File: config.mk
export PLATFORM = sky130hd
export DESIGN_NAME = bram_burst_reader
export DESIGN_NICKNAME = d
export VERILOG_FILES = /design/src/rtl/bram_burst_reader.sv
export SDC_FILE = /design/constraint.sdc
export NUM_CORES = 1
export LEC_CHECK = 0
export ABC_AREA = 1
export CAP_MARGIN = 25
export CORE_UTILIZATION = 50
export DETAILED_ROUTE_END_ITERATION = 10
export PLACE_DENSITY_LB_ADDON = 0.1
export SLEW_MARGIN = 0
export SYNTH_ARGS = -nofsm -noshare
export SYNTH_HDL_FRONTEND = slang
export SYNTH_SLANG_ARGS = --single-unit
File: constraint.sdc
create_clock -name clock -period 4.1 [get_ports clock]
set_input_delay 0.41 -clock clock [delete_from_list [all_inputs] [get_ports clock]]
set_output_delay 0.41 -clock clock [all_outputs]
set_load 0.05 [all_outputs]
File: src/rtl/bram_burst_reader.sv
// bram_burst_reader: burst read initiator for a single-port read-first BRAM that returns words on a valid/ready stream.
// Optional write port enabled by defining BRAM_RDR_WRITE_EN.
module bram_burst_reader #(
  parameter int unsigned RAM_WIDTH     = 8,
  parameter int unsigned RAM_ADDR_BITS = 10,
  parameter int unsigned LEN_BITS      = RAM_ADDR_BITS + 1
) (
  input  logic                     clock,
  input  logic                     reset,
`ifdef BRAM_RDR_WRITE_EN
  input  logic                     wr_valid,
  output logic                     wr_ready,
  input  logic [RAM_ADDR_BITS-1:0] wr_addr,
  input  logic [RAM_WIDTH-1:0]     wr_data,
`endif
  input  logic                     cmd_valid,
  output logic                     cmd_ready,
  input  logic [RAM_ADDR_BITS-1:0] cmd_addr,
  input  logic [LEN_BITS-1:0]      cmd_len,
  output logic [RAM_WIDTH-1:0]     rd_data,
  output logic                     rd_valid,
  input  logic                     rd_ready,
  output logic                     rd_last,
  output logic                     busy,
  output logic                     done,
  output logic                     ram_enable,
  output logic                     write_enable,
  output logic [RAM_ADDR_BITS-1:0] address,
  output logic [RAM_WIDTH-1:0]     input_data,
  input  logic [RAM_WIDTH-1:0]     output_data
);

  localparam int unsigned FIFO_DEPTH = 4;
  localparam int unsigned CNT_BITS   = 3;
  localparam int unsigned PTR_BITS   = 2;

  typedef enum logic [1:0] {IDLE, READ, DRAIN} state_t;

  state_t                   state_q, state_d;
  logic [RAM_ADDR_BITS-1:0] next_addr_q, next_addr_d, cur_addr;
  logic [LEN_BITS-1:0]      issue_left_q, issue_left_d, cur_left;
  logic                     issue, issue_last, done_d;
  logic                     cmd_fire, wr_fire, pop, push, credit_ok;

  // Read pipeline tags: p1 = request on the BRAM port, p2 = data on output_data
  logic p1_rd_q, p1_last_q, p2_rd_q, p2_last_q;

  logic [RAM_WIDTH-1:0]  data_q [FIFO_DEPTH];
  logic [RAM_WIDTH-1:0]  data_d [FIFO_DEPTH];
  logic [FIFO_DEPTH-1:0] last_q, last_d;
  logic [CNT_BITS-1:0]   count_q, count_d;

  assign cmd_fire  = cmd_valid && cmd_ready;
  assign pop       = rd_valid && rd_ready;
  assign push      = p2_rd_q;
  assign credit_ok = (count_q + CNT_BITS'(p1_rd_q) + CNT_BITS'(p2_rd_q)) <= CNT_BITS'(3);
  assign rd_data   = data_q[0];
  assign rd_last   = last_q[0];

`ifdef BRAM_RDR_WRITE_EN
  assign wr_fire = wr_valid && wr_ready;
`else
  assign wr_fire = 1'b0;
`endif

  // Next-state, read issue and burst bookkeeping
  always_comb begin
    state_d      = state_q;
    next_addr_d  = next_addr_q;
    issue_left_d = issue_left_q;
    cur_addr     = next_addr_q;
    cur_left     = issue_left_q;
    issue        = 1'b0;
    done_d       = 1'b0;
    case (state_q)
      IDLE: begin
        cur_addr = cmd_addr;
        cur_left = cmd_len;
        if (cmd_fire) begin
          if (cmd_len == '0) begin
            done_d = 1'b1;
          end else begin
            issue   = credit_ok && !wr_fire;
            state_d = (issue && cmd_len == LEN_BITS'(1)) ? DRAIN : READ;
          end
        end
      end
      READ: begin
        issue = credit_ok && !wr_fire;
        if (issue && issue_left_q == LEN_BITS'(1)) state_d = DRAIN;
      end
      DRAIN: begin
        if (pop && rd_last) begin
          state_d = IDLE;
          done_d  = 1'b1;
        end
      end
      default: state_d = IDLE;
    endcase
    if ((state_q == IDLE && cmd_fire && cmd_len != '0) || state_q == READ) begin
      next_addr_d  = cur_addr + RAM_ADDR_BITS'(issue);
      issue_left_d = cur_left - LEN_BITS'(issue);
    end
    issue_last = issue && (cur_left == LEN_BITS'(1));
  end

  // Shift-register FIFO: slot 0 is the head; tags beyond count stay cleared
  always_comb begin
    data_d  = data_q;
    last_d  = last_q;
    count_d = count_q;
    if (pop) begin
      for (int unsigned i = 0; i < FIFO_DEPTH - 1; i++) begin
        data_d[i] = data_q[i+1];
        last_d[i] = last_q[i+1] && (CNT_BITS'(i + 1) < count_q);
      end
      last_d[FIFO_DEPTH-1] = 1'b0;
      count_d = count_q - CNT_BITS'(1);
    end
    if (push) begin
      data_d[count_d[PTR_BITS-1:0]] = output_data;
      last_d[count_d[PTR_BITS-1:0]] = p2_last_q;
      count_d = count_d + CNT_BITS'(1);
    end
  end

  always_ff @(posedge clock or posedge reset) begin
    if (reset) begin
      state_q      <= IDLE;
      next_addr_q  <= '0;
      issue_left_q <= '0;
      p1_rd_q      <= 1'b0;
      p1_last_q    <= 1'b0;
      p2_rd_q      <= 1'b0;
      p2_last_q    <= 1'b0;
      count_q      <= '0;
      last_q       <= '0;
      for (int unsigned i = 0; i < FIFO_DEPTH; i++) data_q[i] <= '0;
      rd_valid     <= 1'b0;
      cmd_ready    <= 1'b0;
      busy         <= 1'b0;
      done         <= 1'b0;
    end else begin
      state_q      <= state_d;
      next_addr_q  <= next_addr_d;
      issue_left_q <= issue_left_d;
      p1_rd_q      <= issue;
      p1_last_q    <= issue_last;
      p2_rd_q      <= p1_rd_q;
      p2_last_q    <= p1_last_q;
      count_q      <= count_d;
      last_q       <= last_d;
      data_q       <= data_d;
      rd_valid     <= (count_d != '0);
      cmd_ready    <= (state_d == IDLE);
      busy         <= (state_d != IDLE);
      done         <= done_d;
    end
  end

  // BRAM port registers; address and data hold when idle
`ifdef BRAM_RDR_WRITE_EN
  always_ff @(posedge clock or posedge reset) begin
    if (reset) begin
      ram_enable   <= 1'b0;
      write_enable <= 1'b0;
      address      <= '0;
      input_data   <= '0;
      wr_ready     <= 1'b0;
    end else begin
      ram_enable   <= issue || wr_fire;
      write_enable <= wr_fire;
      wr_ready     <= 1'b1;
      if (wr_fire) begin
        address    <= wr_addr;
        input_data <= wr_data;
      end else if (issue) begin
        address    <= cur_addr;
      end
    end
  end
`else
  assign write_enable = 1'b0;
  assign input_data   = '0;

  always_ff @(posedge clock or posedge reset) begin
    if (reset) begin
      ram_enable <= 1'b0;
      address    <= '0;
    end else begin
      ram_enable <= issue;
      if (issue) address <= cur_addr;
    end
  end
`endif

endmodule

### Word level (Yosys, flattened, before mapping)

Cells that the tools add are included.

* input port bits: 33
* logic and storage cells: 85
* register bits: 80

* bitwise operators: 1
* reduce and logical (&&, ||, !) cells: 20
* add/subtract/negate cells: 6
* muxes and demuxes: 27
* $lt $le $gt $ge: 8
* equality and inequality tests: 5

Operator list (count)
* 11-bit by 1-bit == test with 1-bit output (second input constant): 3
* 32-bit bitwise mux: 1
* 32-bit 2-to-1 mux: 1
* 24-bit 2-to-1 mux: 1
* 8-bit demux with 2-bit select: 1
* 1-bit logical AND: 13
* 11-bit logical NOT: 1
* 11-bit 2-to-1 mux: 1
* 11-bit nonzero test: 1
* 11-bit by 1-bit subtractor with 11-bit output: 1
* 10-bit by 1-bit adder with 10-bit output: 1
* 10-bit 2-to-1 mux: 1
* 2-bit 2-to-1 mux: 5
* 4-bit 2-to-1 mux: 2
* 8-bit 2-to-1 mux: 1
* 3-bit by 1-bit adder with 3-bit output: 2
* 2-bit by 3-bit less-than comparator with 1-bit output (first input constant): 2
* 1-bit 2-to-1 mux: 6
* 3-bit 2-to-1 mux: 2
* 2-bit one-hot mux with 3 select lines: 1
* 4-bit bitwise mux: 1
* 2-bit logical NOT: 2
* 1-bit one-hot mux with 2 select lines: 2
* 3-bit by 1-bit adder with 3-bit output (second input constant): 1
* other kinds (14): 14

### Depth between registers and ports, before layout

* depth after elaboration: 9
* mapped depth: 18

### Worst setup path before layout

Ideal clock, no wire load.

* path kind: register to register
* start point: reg, netlist name ram_enable
* end point: reg issue_left_q[8]
* setup time: 0.133 ns
* stages on the path, launching flop included: 15
* arrival: 2.710 ns
* setup slack: 1.256 ns
* required time: 3.967 ns
* cells stage by stage: dfrtp_1 > fa_1 > ha_1 > xor2_1 > inv_1 > nand2_1 > buf_4 > inv_1 > ha_1 > ha_1 > inv_1 > nor2_2 > nand3b_1 > nand3_1 > o21ai_0

RTL lines
* to (signal assigned): line 146 `issue_left_q <= issue_left_d;`
* to (decl): line 41 `logic [LEN_BITS-1:0] issue_left_q, issue_left_d, cur_left;`

### Worst setup path after layout

* start point: reg p2_rd_q
* end point: reg issue_left_q[8]

* word-level cells in the longest chain between the ends: 6

RTL lines
* from (decl): line 46 `logic p1_rd_q, p1_last_q, p2_rd_q, p2_last_q;`
* from (signal assigned): line 149 `p2_rd_q <= p1_rd_q;`
* 3-bit by 1-bit adder with 3-bit output (*): line 56 `assign credit_ok = (count_q + CNT_BITS'(p1_rd_q) + CNT_BITS'(p2_rd_q)) <= CNT_BITS'(3);`
* 3-bit by 2-bit less-or-equal comparator with 1-bit output (*): line 56
* 1-bit 2-to-1 mux: line 80 `if (cmd_len == '0) begin`
* 1-bit 2-to-1 mux: line 79 `if (cmd_fire) begin`
* 1-bit one-hot mux with 2 select lines (*): line 75 `case (state_q)`
* via issue: line 42 `logic issue, issue_last, done_d;`
* 11-bit by 1-bit subtractor with 11-bit output (*): line 102 `issue_left_d = cur_left - LEN_BITS'(issue);`

The timed path passes the listed nets; every way through them passes the cells marked *.
A chain may end at the register's enable or synchronous reset.

==> impl_metrics.env <==
export IMPL_status="finished clean"
export IMPL_hold_buffers=0
export IMPL_antenna_left=0
export IMPL_ir_worst_vdd_mv=0.364
export IMPL_rows=34
export IMPL_numCtsBuffers=9
export IMPL_finalNonFillerCells=715
export IMPL_rsz0062_at_grt="no"
export IMPL_die_w_um=96.4
export IMPL_yosysSeqAreaShare_pct=44.9
export IMPL_track_usage_pct=22.3
export IMPL_period_needed_ns=3.32
export IMPL_antenna_found_initial=0
export IMPL_cts_sinks=80
export IMPL_tightest_slew_ns=0.713
export IMPL_hold_ws_ns=0.226
export IMPL_cp_num_buf_inv=3
export IMPL_avgSynthCellArea_sq_um=7.96
export IMPL_fmax_ghz=0.301
export IMPL_ys_flop_type="dfrtp_1"
export IMPL_wl_per_cell_um=13.2
export IMPL_regArea_sq_um=2000
export IMPL_yosys_warnings=0
export IMPL_design_area_sq_um=5160
export IMPL_crit_family="adder cells"
export IMPL_io_pins=66
export IMPL_hold_path_class="in2async"
export IMPL_dp_cells=698
export IMPL_grt_pass1_wl_um=15800
export IMPL_final_nets=646
export IMPL_skew_ns=0.00872
export IMPL_vias=3680
export IMPL_n_antenna_cell=0
export IMPL_cp_required_ns=4.33
export IMPL_clockRootBuffer="clkbuf_8"
export IMPL_firstDrtPassIters=4
export IMPL_leakage_nw=2.50
export IMPL_fp_dieArea_sq_um=9300
export IMPL_max_cap_viol_count=0
export IMPL_drcViolationCount=0
export IMPL_dp_hpwl_um=6590
export IMPL_cts_max_level=3
export IMPL_wl_um=9440
export IMPL_maxSlewViolCount=0
export IMPL_path_cells="fa_1, ha_1, xor2_1, inv_1, nand2_1, inv_1, ha_1, ha_1, inv_1, nor2_2, nand3b_1, nand3_1, o21ai_0"
export IMPL_post_cts_resized=0
export IMPL_synth_top_cell_area_share_pct=44.9
export IMPL_synth_edf_count=0
export IMPL_setup_tns_ns=0
export IMPL_end_kind="flip-flop"
export IMPL_path_clk_slew_ns=0.09
export IMPL_grt_pass1_vias=3559
export IMPL_multiInputGateArea_sq_um=1970
export IMPL_cp_arrival_ns=3.55
export IMPL_synth_cell_area_sq_um=4460
export IMPL_cp_max_fo=12
export IMPL_yosys_area_top_type="dfrtp_1"
export IMPL_hold_viol_final=0
export IMPL_synth_cells=560
export IMPL_areaGrowthSynthToFinish_pct=15.7
export IMPL_gp_congestion=0.873
export IMPL_io_buffers=56
export IMPL_ys_ff_latch=80
export IMPL_power_density_nw_per_um2=808
export IMPL_min_period_over_period_pct=80.9
export IMPL_clock_latency_ns=0.36
export IMPL_post_dp_cell_area_sq_um=4950
export IMPL_critPathKind="reg2reg"
export IMPL_grt_overflow=0
export IMPL_post_route_util_pct=59.4
export IMPL_coreArea_sq_um=8680
export IMPL_cp_start_kind="flip-flop"
export IMPL_slowest_stage="dfrtp_1"
export IMPL_synthTopCellsByArea="dfrtp_1 (45%), nand2_1 (11%), o21ai_0 (6.2%)"
export IMPL_start_util_pct=51.4
export IMPL_max_stage_delay_ns=0.47
export IMPL_fillCellCount=820
export IMPL_layout_drive_gt1_share_pct=9.88
export IMPL_dieHeight_um=96.4
export IMPL_post_cts_setup_buffers=0
export IMPL_synth_cell_types=34
export IMPL_synth_async_sr_flop_share_pct=100
export IMPL_relSlewSlack_pct=52.4
export IMPL_grt_max_degree=58
export IMPL_first_iter_violations=111
export IMPL_cts_buffer_depth=2
export IMPL_setup_viol=0
export IMPL_cts_tree="done"
export IMPL_avgViaCountPerCell=5.15
==> state kept, by name (all words and copies together), names as in the netlist, 2 cells and up, named ones only <==
| name | flops |
|---|---|
| address | 10 |
| last_q | 4 |
| rd_data | 8 |
| issue_left_q | 11 |
| state_q | 2 |
| count_q | 3 |
| data_q | 16 |
| next_addr_q | 10 |
==> cells in the final DEF, fill, tap and decap left out, types with 3 or more instances in the layout <==
cell type	instances
nor2_4	4
nand2_1	127
conb_1	9
xor2_1	6
inv_2	3
nand3_1	40
ha_1	10
nor2_2	6
dfrtp_1	80
clkbuf_8	9
inv_1	64
buf_4	4
a21oi_1	4
nand4_1	9
nand2_2	14
clkinv_2	3
o21ai_1	6
nand3b_1	3
o21ai_0	55
clkdlybuf4s50_1	56
o22ai_1	24
nor2_1	45
o21ai_2	5
nor3_1	3
==> path summary, 6_finish.rpt <==
kind                                      from                     endpoint  slack (ns)  depth (start not counted)
max reg2reg                  p2_rd_q$_DFF_PP0_  issue_left_q[8]$_DFFE_PP0P_        0.78                         13
min reg2reg                p1_last_q$_DFF_PP0_          p2_last_q$_DFF_PP0_        0.37                          0
min in group clock         p1_last_q$_DFF_PP0_          p2_last_q$_DFF_PP0_        0.37                          0
max                          p2_rd_q$_DFF_PP0_  issue_left_q[8]$_DFFE_PP0P_        0.78                         13
min                                      reset         data_q[12]$_DFF_PP0_        0.23                          2
max in group asynchronous                reset   next_addr_q[9]$_DFFE_PP0P_        3.37                          3
==> area by class of cell <==
class / count / area share, %
Sequential cell: 80 / 38.8
Tap cell: 108 / 2.62
Multi-Input combinational cell: 382 / 38.2
Clock buffer: 9 / 2.40
Clock inverter: 7 / 1.07
Timing Repair Buffer: 61 / 12.0
Inverter: 68 / 4.97
==> cell families (layout without fill, tap and decap cells) <==
kind of cell	after synthesis	after routing	synth area share [%]
compound gates	98	98	12.5
xor+xnor	8	8	1.57
fa+ha+maj	11	11	3.25
buf+inv	106	145	11.6
flops	80	80	44.9
other cells	1	9	0.0841
simple gates	256	256	26.1
==> metrics by stage <==
stage               setup WS, ns  power (mW)
floorplan                   1.26        3.19
global placement           0.932        3.58
detailed placement         0.833        3.63
CTS                        0.805        4.19
global route               0.521        4.53
finish                     0.782        4.17
==> cell usage after synthesis (3+ instances only) <==
| cell | n |
|---|---|
| a21oi_1 | 4 |
| o21ai_1 | 6 |
| nand4_1 | 9 |
| inv_1 | 65 |
| ha_1 | 10 |
| nor2_2 | 6 |
| nand2_1 | 127 |
| buf_6 | 4 |
| xor2_1 | 6 |
| nor2_4 | 4 |
| clkbuf_1 | 11 |
| dfrtp_1 | 80 |
| nand3_1 | 40 |
| nand2_2 | 14 |
| buf_2 | 3 |
| buf_4 | 19 |
| o21ai_0 | 55 |
| nand3b_1 | 3 |
| nor3_1 | 3 |
| inv_2 | 3 |
| o22ai_1 | 24 |
| o21ai_2 | 5 |
| nor2_1 | 45 |
==> where the power goes <==
group          leakage (nW)  switching, mW  internal (mW)
Sequential            0.982          0.208           1.15
Combinational          1.43           1.53          0.729
Clock                0.0919          0.323          0.228
Total                  2.50           2.06           2.11
==> layer usage <==
metal / GRT usage (%) / share of wire [%] / vias up / routed length [um]
met5: 0 / 0 / - / 0
met4: 8.33 / 1.6 / 0 / 154
met3: 3.05 / 3.4 / 14 / 324
met2: 39.3 / 49 / 77 / 4650
met1: 27.6 / 46 / 1728 / 4320
li1: - / - / 1861 / -
(Power assumes the default switching activity.)
==> patch: new RTL, same settings <==
Take the reset off `next_addr_q` and load it in a clocked block of its own.
--- a/src/rtl/bram_burst_reader.sv
+++ b/src/rtl/bram_burst_reader.sv
@@ -129,3 +129,2 @@
       state_q      <= IDLE;
-      next_addr_q  <= '0;
       issue_left_q <= '0;
@@ -144,3 +143,2 @@
       state_q      <= state_d;
-      next_addr_q  <= next_addr_d;
       issue_left_q <= issue_left_d;
@@ -158,2 +156,6 @@
     end
+  end
+
+  always_ff @(posedge clock) begin
+    next_addr_q <= next_addr_d;
   end
Function: no difference found for any inputs over 10 cycles, from zero or initial values and one cycle with reset high; that may be too few to reach the edited logic, so the function may still have changed.
==> patch against the original RTL <==
Clock skew about the same; final cell count decreased by 6.6%; sequential cell count unchanged; design area decreased by 3.7%; synthesized cell count decreased by 8.2%; via count decreased by 5.0%; area after synthesis decreased by 4.1%; total power increased by 3.5%; count of clock-buffer cells in the layout increased by 2; critical path depth decreased by 1; worst setup slack got worse by 0.023 ns; wire length decreased by 3.1%; critical endpoint is now next_addr_q[8]; highest routed layer unchanged.
==> patch: results (changes against the original RTL) <==
[outcome]
status=finished clean

[routing]
dr_wl_met2_mm=4.45  ; -4.3%
vias_per_cell=5.24  ; +1.7%
routed-wl-met3_um=327  ; +0.93%
wl_per_cell_um=13.7  ; +3.7%
wl_met1_mm=4.16  ; -3.6%
drt-initial-drc-count=115  ; +3.6%

[timing]
finClkSkew_ns=0.00870  ; -0.0000127 ns
worst_slack_ns=0.759  ; -0.0235 ns
hold_ws_ns=0.356  ; +0.130 ns

[placement]
routabilityCongestion=0.878  ; +0.58%
post_dp_cell_area_um2=4800  ; -3.0%
place_inst=653  ; -6.4%
dp_hpwl_mm=6.35  ; -3.7%
place_ws_ns=0.772  ; -0.0602 ns

[yosys]
synth_cell_types=33  ; -2.9%
synthTopCellsByCount=123 x nand2_1, 70 x dfrtp_1, 51 x inv_1
synth_area_leaders=dfrtp_1 41%, nand2_1 11%, edfxtp_1 7.0%
synth-edff-count=10  ; +10
ys_seq_area_frac=0.480  ; +0.0310
async_flop_share=0.875  ; -0.125

[cells_and_area]
antenna_cells=0  ; unchanged
final_cells=668  ; -6.6%
fillers=752  ; -8.3%
drive_gt1_frac=0.0835  ; -0.0154

[hold_path]
hp-class=flop to flop

[global_route]
grt_pass1_vias=3343  ; -6.1%
met3_usage=0.0290  ; -0.00153
use_met1=0.287  ; +0.0110
grt_pass1_wl_mm=15.5  ; -2.3%
use_met2=0.385  ; -0.00853
grt_max_degree=35  ; -40%
grt_use_total=0.225  ; +0.00190

[critical_path]
cp_max_fo=13  ; +1
cp_slowest_cell=dfrtp_1

[clocking]
post_cts_resized=0  ; unchanged

[power_and_ir_drop]
p_leak_nw=2.35  ; -5.9%
ir_drop_mv=0.359  ; -1.2%

[patch: area by class of cell]
| cell class | count | area (um^2) | share of cell area |
|---|---|---|---|
| sequential | 80 | 2050 | 0.413 |
| clock inverter | 4 | 22.5 | 0.00453 |
| tap | 105 | 131 | 0.0264 |
| inverter | 52 | 195 | 0.0393 |
| timing repair buffer | 61 | 598 | 0.120 |
| clock buffer | 11 | 141 | 0.0285 |
| multi-input combinational | 355 | 1830 | 0.368 |
[patch: cells by family (layout without fill, tap and decap cells)]
family | Yosys count | after routing | synth area share
DFF | 80 | 80 | 0.480
other | 1 | 9 | 0.000877
AOI/OAI and AO/OA | 84 | 84 | 0.114
and+or+nand+nor | 236 | 236 | 0.241
adders and majority gates | 11 | 11 | 0.0339
buffers and inverters | 87 | 128 | 0.0995
xor gates and xnor gates | 15 | 15 | 0.0307
[patch: where the power goes]
part	internal, mW	total [mW]	leakage (nW)	switching [mW]
Sequential	1.23	1.45	0.954	0.222
Clock	0.230	0.505	0.0850	0.275
Combinational	0.779	2.36	1.31	1.58
